===== src/rtl/rtc_write_sequencer.sv =====
// -----------------------------------------------------------------------------
// rtc_write_sequencer
//
// Drives a multiplexed address/data RTC bus to write a short list of
// (address, data) items.
// - A request seen in IDLE latches all inputs. INIT has priority over WRITE.
// - Each item runs three address phases, three data phases and a GAP.
// - Every phase lasts T_PHASE clock cycles.
// - After the last item the machine waits in DONE until both requests are low.
//
// Optional feature (macro RTC_WR_TRANSFER_EN):
//   A WRITE sequence whose latched clk_timer is 1 appends a command item with
//   address 0xF1. That item has address phases and GAP only.
//   With the macro undefined, a WRITE list is always three items long.
//
// Ports:
//   clk              system clock, rising edge
//   reset            asynchronous, active-low reset
//   Escribe          write-sequence request (level)
//   Inicializador_MP RTC initialisation request (level), wins over Escribe
//   clk_timer        1 = clock registers, 0 = timer registers (latched)
//   segundo/minuto/hora              data bytes for the WRITE list
//   Dir_segundo/Dir_minuto/Dir_hora  register addresses for the WRITE list
//   T_Esc            1 in DONE (sequence complete)
//   busy             1 in every state except IDLE and DONE
//   CS_n, RD_n, WR_n active-low bus strobes (RD_n is always 1)
//   A_D              0 = address phase, 1 = data phase
//   bus_oe, bus_out  bus output enable and driven byte
//   state_dbg        current FSM state, for observation
//   mode_dbg         {latched INIT select, latched clk_timer}, for observation
//
// Handshake: the request inputs are levels, not pulses. A request is
// accepted only in IDLE. It is then ignored until DONE. DONE holds T_Esc
// high until both request lines are low.
// -----------------------------------------------------------------------------
module rtc_write_sequencer #(
    parameter int T_PHASE = 4
) (
    input  logic       clk,
    input  logic       reset,
    input  logic       Escribe,
    input  logic       Inicializador_MP,
    input  logic       clk_timer,
    input  logic [7:0] segundo,
    input  logic [7:0] minuto,
    input  logic [7:0] hora,
    input  logic [7:0] Dir_segundo,
    input  logic [7:0] Dir_minuto,
    input  logic [7:0] Dir_hora,
    output logic       T_Esc,
    output logic       busy,
    output logic       CS_n,
    output logic       RD_n,
    output logic       WR_n,
    output logic       A_D,
    output logic       bus_oe,
    output logic [7:0] bus_out,
    output logic [3:0] state_dbg,
    output logic [1:0] mode_dbg
);

    localparam logic [3:0] S_IDLE     = 4'd0;
    localparam logic [3:0] S_A_SETUP  = 4'd1;
    localparam logic [3:0] S_A_STROBE = 4'd2;
    localparam logic [3:0] S_A_HOLD   = 4'd3;
    localparam logic [3:0] S_D_SETUP  = 4'd4;
    localparam logic [3:0] S_D_STROBE = 4'd5;
    localparam logic [3:0] S_D_HOLD   = 4'd6;
    localparam logic [3:0] S_GAP      = 4'd7;
    localparam logic [3:0] S_DONE     = 4'd8;

    localparam logic [7:0] PH_LOAD  = 8'(T_PHASE - 1);
    localparam logic [7:0] CMD_ADDR = 8'hF1;

    logic [3:0] state, state_n;
    logic [7:0] cnt, cnt_n;
    logic [1:0] item, item_n;
    logic       start;

    // Sequence context captured on IDLE exit.
    logic       is_init;
    logic       ct_lat;
    logic [7:0] addr0, addr1, addr2;
    logic [7:0] data0, data1, data2;

    logic [1:0] last_item;
    logic [7:0] cur_addr;
    logic [7:0] cur_data;

    // Index of the final item in the active list.
`ifdef RTC_WR_TRANSFER_EN
    assign last_item = (!is_init && ct_lat) ? 2'd3 : 2'd2;
`else
    assign last_item = 2'd2;
`endif

    // Next-state logic. The phase counter is loaded with T_PHASE-1 on entry
    // to each timed state. The state advances when the counter reaches 0.
    always_comb begin
        state_n = state;
        cnt_n   = cnt;
        item_n  = item;
        start   = 1'b0;
        case (state)
            S_IDLE: begin
                cnt_n = 8'd0;
                if (Inicializador_MP || Escribe) begin
                    state_n = S_A_SETUP;
                    cnt_n   = PH_LOAD;
                    item_n  = 2'd0;
                    start   = 1'b1;
                end
            end
            S_DONE: begin
                cnt_n = 8'd0;
                if (!Escribe && !Inicializador_MP) begin
                    state_n = S_IDLE;
                end
            end
            S_A_SETUP, S_A_STROBE, S_A_HOLD,
            S_D_SETUP, S_D_STROBE, S_D_HOLD, S_GAP: begin
                if (cnt != 8'd0) begin
                    cnt_n = cnt - 8'd1;
                end else begin
                    cnt_n = PH_LOAD;
                    case (state)
                        S_A_SETUP:  state_n = S_A_STROBE;
                        S_A_STROBE: state_n = S_A_HOLD;
                        // The command item (index 3) has no data phases.
                        S_A_HOLD:   state_n = (item == 2'd3) ? S_GAP : S_D_SETUP;
                        S_D_SETUP:  state_n = S_D_STROBE;
                        S_D_STROBE: state_n = S_D_HOLD;
                        S_D_HOLD:   state_n = S_GAP;
                        S_GAP: begin
                            if (item == last_item) begin
                                state_n = S_DONE;
                                cnt_n   = 8'd0;
                            end else begin
                                state_n = S_A_SETUP;
                                item_n  = item + 2'd1;
                            end
                        end
                        default:    state_n = S_IDLE;
                    endcase
                end
            end
            default: begin
                state_n = S_IDLE;
                cnt_n   = 8'd0;
                item_n  = 2'd0;
            end
        endcase
    end

    always_ff @(posedge clk or negedge reset) begin
        if (!reset) begin
            state <= S_IDLE;
            cnt   <= 8'd0;
            item  <= 2'd0;
        end else begin
            state <= state_n;
            cnt   <= cnt_n;
            item  <= item_n;
        end
    end

    // Context capture. INIT loads its fixed list into the same registers.
    // The bus path therefore does not depend on the sequence type.
    always_ff @(posedge clk or negedge reset) begin
        if (!reset) begin
            is_init <= 1'b0;
            ct_lat  <= 1'b0;
            addr0   <= 8'h00;
            addr1   <= 8'h00;
            addr2   <= 8'h00;
            data0   <= 8'h00;
            data1   <= 8'h00;
            data2   <= 8'h00;
        end else if (start) begin
            ct_lat <= clk_timer;
            if (Inicializador_MP) begin
                is_init <= 1'b1;
                addr0   <= 8'h02;
                data0   <= 8'h10;
                addr1   <= 8'h02;
                data1   <= 8'h00;
                addr2   <= 8'h10;
                data2   <= 8'hD2;
            end else begin
                is_init <= 1'b0;
                addr0   <= Dir_segundo;
                data0   <= segundo;
                addr1   <= Dir_minuto;
                data1   <= minuto;
                addr2   <= Dir_hora;
                data2   <= hora;
            end
        end
    end

    always_comb begin
        cur_addr = 8'h00;
        cur_data = 8'h00;
        case (item)
            2'd0: begin cur_addr = addr0;    cur_data = data0; end
            2'd1: begin cur_addr = addr1;    cur_data = data1; end
            2'd2: begin cur_addr = addr2;    cur_data = data2; end
            default: begin cur_addr = CMD_ADDR; cur_data = 8'h00; end
        endcase
    end

    // Outputs decode directly from the state register.
    // An asynchronous reset therefore releases the strobes and bus_oe at once.
    always_comb begin
        CS_n    = 1'b1;
        RD_n    = 1'b1;
        WR_n    = 1'b1;
        A_D     = 1'b0;
        bus_oe  = 1'b0;
        bus_out = 8'h00;
        T_Esc   = 1'b0;
        busy    = 1'b1;
        case (state)
            S_IDLE: busy = 1'b0;
            S_DONE: begin
                busy  = 1'b0;
                T_Esc = 1'b1;
            end
            S_A_SETUP, S_A_STROBE, S_A_HOLD: begin
                CS_n    = 1'b0;
                bus_oe  = 1'b1;
                bus_out = cur_addr;
                WR_n    = (state == S_A_STROBE) ? 1'b0 : 1'b1;
            end
            S_D_SETUP, S_D_STROBE, S_D_HOLD: begin
                CS_n    = 1'b0;
                A_D     = 1'b1;
                bus_oe  = 1'b1;
                bus_out = cur_data;
                WR_n    = (state == S_D_STROBE) ? 1'b0 : 1'b1;
            end
            S_GAP: busy = 1'b1;
            default: busy = 1'b0;
        endcase
    end

    assign state_dbg = state;
    assign mode_dbg  = {is_init, ct_lat};

endmodule


===== config.mk =====
export PLATFORM = sky130hd
export DESIGN_NAME = rtc_write_sequencer
export DESIGN_NICKNAME = d
export VERILOG_FILES = /design/src/rtl/rtc_write_sequencer.sv
export SDC_FILE = /design/constraint.sdc
export NUM_CORES = 1
export LEC_CHECK = 0
export BUFFER_PORTS_ARGS = -buffer_cell sky130_fd_sc_hd__buf_4
export CAP_MARGIN = 20
export CORE_MARGIN = 2
export CORE_UTILIZATION = 35
export CTS_BUF_LIST = sky130_fd_sc_hd__clkbuf_8 sky130_fd_sc_hd__clkbuf_16
export DETAILED_ROUTE_END_ITERATION = 7
export PLACE_DENSITY = 0.53
export SETUP_SLACK_MARGIN = 0.05
export SYNTH_ARGS = -nofsm -noshare
export SYNTH_HDL_FRONTEND = slang
export SYNTH_SLANG_ARGS = --single-unit

===== constraint.sdc =====
create_clock -name clk -period 2.3 [get_ports clk]
set_input_delay 0.46 -clock clk [delete_from_list [all_inputs] [get_ports clk]]
set_output_delay 0.46 -clock clk [all_outputs]
set_load 0.02 [all_outputs]

Yosys cells after proc, flatten, opt, wreduce, memory -nomap -nowiden:

Cells that the tools add are included.

* bits in registers: 64
* input bits: 53
* output and inout port bits: 21
* logic and storage cells: 80

* add/subtract/negate cells: 2
* equal/unequal tests: 16
* multiplexer cells: 37
* bitwise operators: 1
* reduce and logical (&&, ||, !) cells: 13

Operators by type and width (count)
* $mux W8: 7
* $pmux W8 S3: 2
* $pmux W8 S2: 2
* $pmux W4 S7: 1
* $eq A4 B3 Y1 const B: 4
* $mux W2: 8
* $mux W4: 4
* $pmux W4 S3: 1
* $mux W1: 10
* $eq A4 B2 Y1 const B: 2
* $ne A2 B2 Y1 const B: 4
* $reduce_bool A8 Y1: 1
* $sub A8 B1 Y8 const B: 1
* $reduce_or A7 Y1: 1
* $pmux W2 S3: 1
* $reduce_or A3 Y1: 2
* $reduce_or A6 Y1: 1
* $reduce_and A5 Y1: 1
* $eq A2 B2 Y1 const B: 2
* $eq A4 B1 Y1 const B: 1
* $eq A4 B4 Y1 const B: 1
* $logic_not A4 Y1: 1
* $reduce_and A3 Y1: 1
* $add A2 B1 Y2 const B: 1
* other kinds (8): 9

Depth between registers and ports, before layout:

Gate-level depths: netlist of run 1.

* depth in word-level cells: 5
* mapped depth: 7
* depth with buffers taken out: 6

Worst setup path after synthesis of run 1:

Ideal clock, no wire load.

* path type: register -> output
* start point: register item[0]
* end point: output port bus_out[1]
* data arrival time: 1.732 ns
* data required time: 1.840 ns
* path slack: 0.108 ns
* cell stages (with the launch flop): 8
* buffers on the path: 2
* cell sequence: dfrtp_1 > inv_1 > ha_1 > clkbuf_1 > clkbuf_1 > a222oi_1 > o22a_1 > nor2_1

* longest elaborated chain between the ends: 3
* elaborated cells between the ends (all ways): 6
* classes of those cells: eq/ne (2); mux (3); reduce/logical (1)

Ends and longest elaborated chain
* start, declared: RTL line 77 `logic [1:0] item, item_n;`
* start signal, assigned: RTL line 163 `item <= item_n;`
* $eq A2 B2 Y1 (tied with other cells): RTL line 204 `case (item)`
* $pmux W8 S3: RTL line 204
* $pmux W8 S2 (*): RTL line 223 `case (state)`
* end, declared: RTL line 57 `output logic [7:0] bus_out,`

Every way passes the cells marked *; elsewhere a longest branch is shown, timed or not.

Final worst setup path of run 1:

* start point: register item[0]
* end point: output port bus_out[0]

The elaborated chain is that of the path after synthesis.

==> results of run 1 <==
==> state kept, by name, indices dropped and copies added, names as in the netlist <==
register   flops
addr2          8
ct_lat         1
is_init        1
state_dbg      4
addr0          8
cnt            8
data0          8
addr1          8
data2          8
data1          8
item           2
==> worst max-delay path, stage by stage (launching register included) <==
cell	delay [ns]
sky130_fd_sc_hd__dfrtp_1	0.40
sky130_fd_sc_hd__buf_6	0.13
sky130_fd_sc_hd__ha_4	0.22
sky130_fd_sc_hd__a222oi_1	0.45
sky130_fd_sc_hd__o22ai_2	0.17
sky130_fd_sc_hd__buf_6	0.16
==> cells in the mapped netlist (2+ instances only) <==
| cell type | number | area, sq um |
|---|---|---|
| sky130_fd_sc_hd__nand2_1 | 111 | 417 |
| sky130_fd_sc_hd__dfrtp_1 | 64 | 1600 |
| sky130_fd_sc_hd__nand3b_1 | 40 | 300 |
| sky130_fd_sc_hd__clkbuf_1 | 18 | 67.6 |
| sky130_fd_sc_hd__o21ai_0 | 16 | 80.1 |
| sky130_fd_sc_hd__nor2_1 | 15 | 56.3 |
| sky130_fd_sc_hd__a222oi_1 | 11 | 110 |
| sky130_fd_sc_hd__a21oi_1 | 7 | 35.0 |
| sky130_fd_sc_hd__a22o_1 | 7 | 61.3 |
| sky130_fd_sc_hd__ha_1 | 7 | 87.6 |
| sky130_fd_sc_hd__inv_1 | 7 | 26.3 |
| sky130_fd_sc_hd__a211oi_1 | 5 | 37.5 |
| sky130_fd_sc_hd__buf_4 | 5 | 37.5 |
| sky130_fd_sc_hd__o22ai_1 | 5 | 31.3 |
| sky130_fd_sc_hd__buf_2 | 3 | 15.0 |
| sky130_fd_sc_hd__o22a_1 | 3 | 26.3 |
| sky130_fd_sc_hd__xnor2_1 | 3 | 26.3 |
| sky130_fd_sc_hd__nand4_1 | 2 | 12.5 |
| sky130_fd_sc_hd__nor3_1 | 2 | 10.0 |
| sky130_fd_sc_hd__nor4_1 | 2 | 12.5 |
| sky130_fd_sc_hd__o21ai_1 | 2 | 10.0 |
| sky130_fd_sc_hd__o31ai_1 | 2 | 15.0 |
| sky130_fd_sc_hd__or3_1 | 2 | 12.5 |
| sky130_fd_sc_hd__xor2_1 | 2 | 17.5 |
==> kinds of logic after synthesis <==
logic type,synth area share (%)
muxes,0.788
other,0.112
DFF,48.0
adders and majority gates,2.63
AOI/OAI and AO/OA,13.5
buffers and inverters,4.99
and+or+nand+nor,28.6
xor gates and xnor gates,1.31
==> power by group <==
group / leakage (nW) / internal [mW] / total [mW] / switching, mW
sequential: 0.818 / 1.67 / 2.10 / 0.423
combinational: 1.23 / 1.47 / 3.19 / 1.72
clock: 0.119 / 0.721 / 1.18 / 0.458
==> worst paths after layout <==
check / start / endpoint / slack [ns] / cells past startpoint
setup / recovery: item[0]$_DFFE_PN0P_ / bus_out[0] / -0.04 / 5
hold / removal: reset / is_init$_DFFE_PN0P_ / 0.21 / 1
setup reg to reg: state_dbg[2]$_DFFE_PN0P_ / item[0]$_DFFE_PN0P_ / 0.35 / 5
hold reg to reg: addr1[0]$_DFFE_PN0P_ / addr1[0]$_DFFE_PN0P_ / 0.47 / 2
max in group asynchronous: reset / state_dbg[1]$_DFFE_PN0P_ / 1.52 / 1
min in group clk: clk_timer / ct_lat$_DFFE_PN0P_ / 0.31 / 3
==> layer usage <==
| metal | track usage (%) | up-vias | wire [microns] |
|---|---|---|---|
| met5 | 0 | - | 0 |
| li1 | - | 1414 | - |
| met3 | 2.97 | 7 | 403 |
| met2 | 28.8 | 85 | 4240 |
| met1 | 23.7 | 1384 | 3890 |
| met4 | 7.28 | 0 | 88 |
==> stage by stage <==
step                instance area (sq um)  std cells  power (mW)
floorplan                            3340        366        3.90
global placement                     4030        549        4.89
detailed placement                   4030        549        4.94
CTS                                  4440        570        6.45
global route                         4470        575        6.94
finish                               4470        575        6.47
==> timing repair <==
item | in CTS | in global routing
resized for setup | 28 | 0
setup buffers | 6 | 5
cloned | 0 | 0
endpoints found under the setup margin | 9 | 9
pin swaps | 7 | 7
==> area by class of cell <==
type                       count  share of cell area, %
multi-input combinational    266                   37.7
tap                          129                   3.61
clock buffer                   9                   2.77
sequential                    64                   35.9
timing repair buffer          93                   16.8
inverter                       7                  0.587
clock inverter                 7                   2.69
==> results.toml, run 1 <==
[finish]
most_common_cell_after_layout_fill_and_taps_aside = "sky130_fd_sc_hd__nand2_1"
multi_input_area_sq_um = 1680
nets = 501
syn2layout_area_growth_pct = 34.1
fillers = 923
fraction_of_final_layout_cells_with_drive_strength_greater_than_1_pct = 30.5
insertedDiodeCount = 0
mostFrequentLayoutCells = "sky130_fd_sc_hd__nand2_1, sky130_fd_sc_hd__buf_4, sky130_fd_sc_hd__dfrtp_1, sky130_fd_sc_hd__nand3b_1, sky130_fd_sc_hd__o21ai_0"
area.sequential_sq_um = 1600
post_layout_utilization_of_the_core_pct = 48.4

[yosys]
yosysUniqueCellTypes = 49
async_set_or_reset_flop_fraction_in_the_synthesized_netlist_pct = 100
post_synth_design_cell_area_sq_um = 3340
synth.avg_cell_area_sq_um = 9.11
ys_seq_area_share_pct = 48.0
synth_ff_type = "sky130_fd_sc_hd__dfrtp_1"
syn-num-nets = 426
yosys_warnings = 0
synth_enable_flop_cells = 0
syn_inst = 366
synth.ff_latch_count = 64

[floorplan]
die_width_microns = 102
core.rowCount = 35
area_of_the_core_sq_um = 9240
ios = 74
die_h_microns = 102
fp.dieArea_sq_um = 10300
initial_core_util_pct = 36.1

[drt]
via_total_after_detailed_routing = 2890
routed_wirelength_microns = 8630
avgRoutedWirePerCell_microns = 15.0
vias_per_cell = 5.03
drt-initial-drc-count = 176
ant_nets = 0
first_pass_iters = 5
detail_route.drc_violations = 0

[timing]
final_critical_path_setup_slack_ns = -0.0407
setup_viol = 3
fin_crit_sh_pct = 102
rel_slew_slack_pct = 45.6
final_max_slew_viol_count = 0
final_period_minus_worst_setup_slack_ns = 2.34
worst_slew_pin_slew_ns = 0.815
highest_attainable_clock_frequency_mhz = 427
finClkSkew_ns = 0.0115
setup-tns-final_ns = -0.0690
final.hold.worst_slack_ns = 0.209
timing_hold_violations_final = 0
rsz_0062_raised_after_global_routing = "yes"

[clock_tree]
root_buffer = "sky130_fd_sc_hd__clkbuf_8"
clk_latency_ns = 0.34
cts.reportedPaths.clkPinSlew_ns = 0.08
clock_path_buffers = 2
tritoncts = "done"
cts.hold.buffers_added = 0
numCtsBuffers = 9
cts.sinks = 64
cts.htree.levels = 3

[setup_path]
timing.critical_path.from_type = "flip-flop"
critPathMaxFanout = 16
endpoint_kind = "output port"
path_class = "reg -> out"
worst-endpoint-arrival_ns = 1.88
required_ns = 1.84

[job]
timing.max_cap.violations = 0

[place]
placement.io_buffers = 72
pre_cts_slack_ns = 0.0446
gp_congestion = 0.818
detailedPlacementHpwl_microns = 5740

[pwr]
power_density_nw_per_um2 = 1450
vdd.ir_drop.worst_uv = 735
power_leakage_nw = 2.16

[global_route]
grt_antenna_before_repair = 0
grt_first_pass_wirelength_microns = 14100
grt_start_max_net_pins = 65
number_of_global_route_vias_before_repair = 2849
gr-usage-all-layers_pct = 17.8
globalRouteOverflowTotal = 0

[status]
violations = "negative setup slack"
status = "finished with violations"

[worst_hold_path]
holdCritPathClass = "in -> async"
No activity file was read; power rests on OpenSTA's default activity.
==> run 2, diff against run 1 <==
clock period = 2.86 ns   (was 2.3 ns; I/O delays follow)
==> run 2 against run 1 <==
  * Utilization shrank 2.9 points
  * Clock power shrank 34%
  * Highest routed layer unchanged
  * Hold slack gained 0.10 ns
  * Register-to-register slack gained 0.44 ns
  * Critical endpoint is now bus_out[6]
  * Via count shrank 1.8%
  * Setup slack gained 0.26 ns
  * Critical path depth is the same
  * The flow now finishes without violations
==> results.toml, run 2 (synthesis gave the netlist of run 1 again) <==
[floorplan]
die_width_microns = 102
fp.dieArea_sq_um = 10300
initial_core_util_pct = 36.1
die_h_microns = 102
ios = 74
area_of_the_core_sq_um = 9240
core.rowCount = 35

[drt]
ant_nets = 0
detail_route.drc_violations = 0
routed_wirelength_microns = 8570
via_total_after_detailed_routing = 2838
avgRoutedWirePerCell_microns = 15.3
first_pass_iters = 5
drt-initial-drc-count = 156
vias_per_cell = 5.07

[finish]
most_common_cell_after_layout_fill_and_taps_aside = "sky130_fd_sc_hd__nand2_1"
syn2layout_area_growth_pct = 26.0
fillers = 926
fraction_of_final_layout_cells_with_drive_strength_greater_than_1_pct = 25.3
post_layout_utilization_of_the_core_pct = 45.5
nets = 486
layoutNonFillerInstCount = 560
mostFrequentLayoutCells = "sky130_fd_sc_hd__nand2_1, sky130_fd_sc_hd__buf_4, sky130_fd_sc_hd__dfrtp_1, sky130_fd_sc_hd__nand3b_1, sky130_fd_sc_hd__o21ai_0"
multi_input_area_sq_um = 1590
area.sequential_sq_um = 1600
insertedDiodeCount = 0
final_cell_area_excluding_filler_cells_sq_um = 4200

[global_route]
grt_antenna_before_repair = 0
grt_first_pass_wirelength_microns = 14000
use_met1_pct = 21.9
number_of_global_route_vias_before_repair = 2822
globalRoute.busiestLayer = "met2"
gr-usage-all-layers_pct = 17.6
groute.layer.met2.usage_pct = 30.4
grt_start_max_net_pins = 65
globalRouteOverflowTotal = 0
grt.met3_usage_pct = 4.69

[timing]
worst_slew_pin_slew_ns = 0.836
final_critical_path_setup_slack_ns = 0.219
fin_crit_sh_pct = 92.3
rsz_0062_raised_after_global_routing = "no"
final_max_slew_viol_count = 0
finClkSkew_ns = 0.00928
timing_hold_violations_final = 0
setup_viol = 0
setup-tns-final_ns = 0
highest_attainable_clock_frequency_mhz = 379
final_period_minus_worst_setup_slack_ns = 2.64
rel_slew_slack_pct = 44.3

[pwr]
power.share.clock_pct = 16.6
power.net_switching_mw = 1.99
power_density_nw_per_um2 = 1120
power.switching_fraction_pct = 42.5
power_frac_seq_pct = 36.9
vdd.ir_drop.worst_uv = 487
power.combinational.fraction_pct = 46.5
internal-power_mw = 2.70
power_leakage_nw = 2.05

[setup_path]
worst-endpoint-arrival_ns = 2.07
path_class = "reg -> out"
timing.critical_path.from_type = "flip-flop"
critPathMaxFanout = 15
required_ns = 2.29
endpoint_kind = "output port"

[clock_tree]
tritoncts = "done"
cts.hold.buffers_added = 0
cts_resized = 0
cts.reportedPaths.clkPinSlew_ns = 0.08
cts.htree.levels = 3
clk_latency_ns = 0.34
cts.sinks = 64
post-cts-setup-buffer-count = 0
clock_path_buffers = 2
numCtsBuffers = 9
root_buffer = "sky130_fd_sc_hd__clkbuf_8"

[status]
status = "finished clean"

[place]
detailedPlacementHpwl_microns = 5990
pre_cts_slack_ns = 0.438
gp_congestion = 0.760
placed_cells = 544
placement.io_buffers = 72
cell_area_placed_sq_um = 4000

[worst_hold_path]
holdCritPathClass = "in -> async"

[job]
timing.max_cap.violations = 0
## run 2: cell types whose count changed in the layout (fill, tap and decap cells not counted), moves of 2 or more
cell / change
sky130_fd_sc_hd__a211oi_1: +4
sky130_fd_sc_hd__a211oi_2: -4
sky130_fd_sc_hd__buf_4: -8
sky130_fd_sc_hd__buf_6: -8
sky130_fd_sc_hd__bufinv_16: -2
sky130_fd_sc_hd__ha_2: +3
sky130_fd_sc_hd__ha_4: -4
sky130_fd_sc_hd__o22ai_1: +4
sky130_fd_sc_hd__o22ai_2: -4
## run 2: power groups by stage
stage / Sequential (mW) / Clock, mW / Combinational (mW)
floorplan: 1.59 / 0 / 1.54
global placement: 1.75 / 0 / 2.14
detailed placement: 1.75 / 0 / 2.19
CTS: 1.73 / 0.816 / 2.19
global route: 1.78 / 0.843 / 2.44
finish: 1.73 / 0.780 / 2.18
## run 2: final timing paths
path	startpoint	endpoint	slack (ns)	cells past startpoint
min in group clk	clk_timer	ct_lat$_DFFE_PN0P_	0.43	3
setup / recovery	state_dbg[2]$_DFFE_PN0P_	bus_out[6]	0.22	5
max in group asynchronous	reset	state_dbg[2]$_DFFE_PN0P_	1.93	1
hold / removal	reset	is_init$_DFFE_PN0P_	0.31	1
hold reg to reg	data1[7]$_DFFE_PN0P_	data1[7]$_DFFE_PN0P_	0.47	2
setup reg to reg	state_dbg[1]$_DFFE_PN0P_	addr0[1]$_DFFE_PN0P_	0.79	5
## run 2: per-layer routing
metal	wire length, microns	share of wire, %
met5	0	0
met3	488	5.7
met1	3700	43
met4	48	0.56
met2	4330	51
## run 2: stage by stage
step                power, mW  hold WS, ns
finish                   4.69        0.313
floorplan                3.13        0.276
detailed placement       3.93        0.459
CTS                      4.74        0.349
global placement         3.89        0.456
global route             5.07        0.362
## run 2: critical path, cell delays in order (launching register included)
cell and delay [ns]:
sky130_fd_sc_hd__dfrtp_2 0.52, sky130_fd_sc_hd__nor2b_1 0.22, sky130_fd_sc_hd__nand2_1 0.21, sky130_fd_sc_hd__or2_2 0.41, sky130_fd_sc_hd__o22ai_1 0.19, sky130_fd_sc_hd__buf_4 0.18
## run 2: layout make-up
| class | instances | share of cell area, % |
|---|---|---|
| inverter | 7 | 0.625 |
| timing repair buffer | 78 | 14.8 |
| clock buffer | 9 | 2.95 |
| sequential | 64 | 38.1 |
| multi-input combinational | 266 | 37.9 |
| clock inverter | 7 | 1.73 |
| tap | 129 | 3.84 |
==> run 3, diff against run 2 <==
BUFFER_PORTS_ARGS = unset   (was -buffer_cell sky130_fd_sc_hd__buf_4)
DONT_BUFFER_PORTS = 1   (was unset)
HOLD_SLACK_MARGIN = 0.08   (was unset)
PLACE_DENSITY = 0.46   (was 0.53)
==> run 3 against run 2 <==
  * Power decreased by 0.42%
  * Die area did not move
  * Count of clock-buffer cells in the layout rose by 1
  * Non-clock buffer count down 63
  * Clock skew shrank 0.0016 ns
  * Via count fell by 9.0%
  * Combinational power down 10%
  * Register-to-register slack worse by 0.24 ns
==> results.toml, run 3 (synthesis gave the netlist of run 1 again) <==
[place]
placement.io_buffers = 0
pre_cts_slack_ns = 0.404
cell_area_placed_sq_um = 3480
gp_congestion = 0.758
placed_cells = 480
detailedPlacementHpwl_microns = 5810

[timing]
rel_slew_slack_pct = 51.1
setup-tns-final_ns = 0
finClkSkew_ns = 0.00764
fin_crit_sh_pct = 92.2
final.hold.worst_slack_ns = 0.0887
worst_slew_pin_slew_ns = 0.729
highest_attainable_clock_frequency_mhz = 379
setup_viol = 0
rsz_0062_raised_after_global_routing = "no"
final_critical_path_setup_slack_ns = 0.223
timing_hold_violations_final = 0
final_period_minus_worst_setup_slack_ns = 2.64
final_max_slew_viol_count = 0

[finish]
multi_input_area_sq_um = 1600
mostFrequentLayoutCells = "sky130_fd_sc_hd__nand2_1, sky130_fd_sc_hd__dfrtp_1, sky130_fd_sc_hd__nand3b_1, sky130_fd_sc_hd__o21ai_0, sky130_fd_sc_hd__buf_4"
fillers = 961
fraction_of_final_layout_cells_with_drive_strength_greater_than_1_pct = 13.3
post_layout_utilization_of_the_core_pct = 40.8
final_cell_area_excluding_filler_cells_sq_um = 3770
insertedDiodeCount = 0
syn2layout_area_growth_pct = 13.1
nets = 423
area.sequential_sq_um = 1600
most_common_cell_after_layout_fill_and_taps_aside = "sky130_fd_sc_hd__nand2_1"
layoutNonFillerInstCount = 497

[setup_path]
timing.critical_path.from_type = "flip-flop"
crit_path_cell_trace = "inv_1 > ha_1 > buf_4 > a222oi_1 > o22ai_1 > buf_4"
critPathMaxFanout = 12
path_class = "reg -> out"
worst-endpoint-arrival_ns = 2.07
critPathMostFrequentCell = "sky130_fd_sc_hd__buf_4"
critical-path-max-stage-delay_ns = 0.41
critical_path.reg2reg.startpoint = "state_dbg[1]$_DFFE_PN0P_"
r2r_setup_slk_ns = 0.55
worst_setup_path_startpoint = "item[0]$_DFFE_PN0P_"
required_ns = 2.29
r2r_end = "addr0[1]$_DFFE_PN0P_"
endpoint_kind = "output port"
worstRegToRegCells = 6
critPathSlowestCell = "sky130_fd_sc_hd__dfrtp_2"

[floorplan]
area_of_the_core_sq_um = 9240
initial_core_util_pct = 36.1
core.rowCount = 35
ios = 74
die_width_microns = 102
die_h_microns = 102
fp.dieArea_sq_um = 10300

[clock_tree]
numCtsBuffers = 9
post-cts-setup-buffer-count = 0
cts.sinks = 64
cts.reportedPaths.clkPinSlew_ns = 0.08
clock_path_buffers = 2
clk_latency_ns = 0.34
root_buffer = "sky130_fd_sc_hd__clkbuf_8"
cts.htree.levels = 3
tritoncts = "done"

[drt]
drt-initial-drc-count = 137
vias_per_cell = 5.20
routed_wirelength_microns = 8500
via_total_after_detailed_routing = 2582
ant_nets = 0
avgRoutedWirePerCell_microns = 17.1
first_pass_iters = 5
detail_route.drc_violations = 0

[global_route]
number_of_global_route_vias_before_repair = 2635
gr-usage-all-layers_pct = 17.6
grt_antenna_before_repair = 0
globalRoute.busiestLayer = "met2"
grt_start_max_net_pins = 65
globalRouteOverflowTotal = 0
grt_first_pass_wirelength_microns = 13900
use_met1_pct = 22.6
grt.met3_usage_pct = 4.76
groute.layer.met2.usage_pct = 29.6

[pwr]
vdd.ir_drop.worst_uv = 561
power_density_nw_per_um2 = 1240
power_leakage_nw = 1.76
design_power_total_mw = 4.67

[worst_hold_path]
holdCritPathClass = "in -> async"

[status]
status = "finished clean"

[job]
timing.max_cap.violations = 0
[run 3: cell types whose count changed in the layout (fill, tap and decap cells not counted)]
cell,delta
sky130_fd_sc_hd__buf_12,-3
sky130_fd_sc_hd__buf_16,+1
sky130_fd_sc_hd__buf_4,-61
sky130_fd_sc_hd__bufinv_16,+2
sky130_fd_sc_hd__clkbuf_8,+1
sky130_fd_sc_hd__clkinv_2,-1
sky130_fd_sc_hd__clkinv_4,-1
sky130_fd_sc_hd__ha_1,+1
sky130_fd_sc_hd__ha_2,-1
sky130_fd_sc_hd__inv_1,-1
sky130_fd_sc_hd__nor2_1,-3
sky130_fd_sc_hd__nor2_2,+3
[run 3: power by group]
group          switching (mW)  total (mW)  internal [mW]
combinational            1.18        1.96          0.771
clock                   0.380       0.987          0.607
sequential              0.382        1.73           1.34
[run 3: repair_timing]
| item | CTS | global route |
|---|---|---|
| resized for setup | 2 | 4 |
| hold endpoints to repair | 64 | 0 |
| hold buffers | 1 | 0 |
| endpoints found under the setup margin | 2 | 6 |
[run 3: per-layer routing]
metal	up-vias	wire length (microns)
li1	1265	-
met1	1262	3840
met2	53	4250
met3	2	381
met4	0	40
met5	-	0
[run 3: critical path, delay by kind of cell, from the launching register on]
kind                       cells  cell delay (ns)
buffers and inverters          3             0.50
AOI/OAI and AO/OA              2             0.50
DFF                            1             0.41
adders and majority gates      1             0.31
[run 3: worst max-delay path by stage]
| stage | to |
|---|---|
| floorplan | bus_out[1] |
| global placement | bus_out[1] |
| detailed placement | bus_out[1] |
| CTS | bus_out[4] |
| global route | bus_out[6] |
| finish | bus_out[4] |
[run 3: final cells by class]
| class | count | share of cell area [%] |
|---|---|---|
| Clock buffer | 10 | 3.65 |
| Clock inverter | 6 | 3.05 |
| Inverter | 7 | 0.697 |
| Multi-Input combinational cell | 266 | 42.3 |
| Sequential cell | 64 | 42.5 |
| Tap cell | 129 | 4.28 |
| Timing Repair Buffer | 15 | 3.52 |
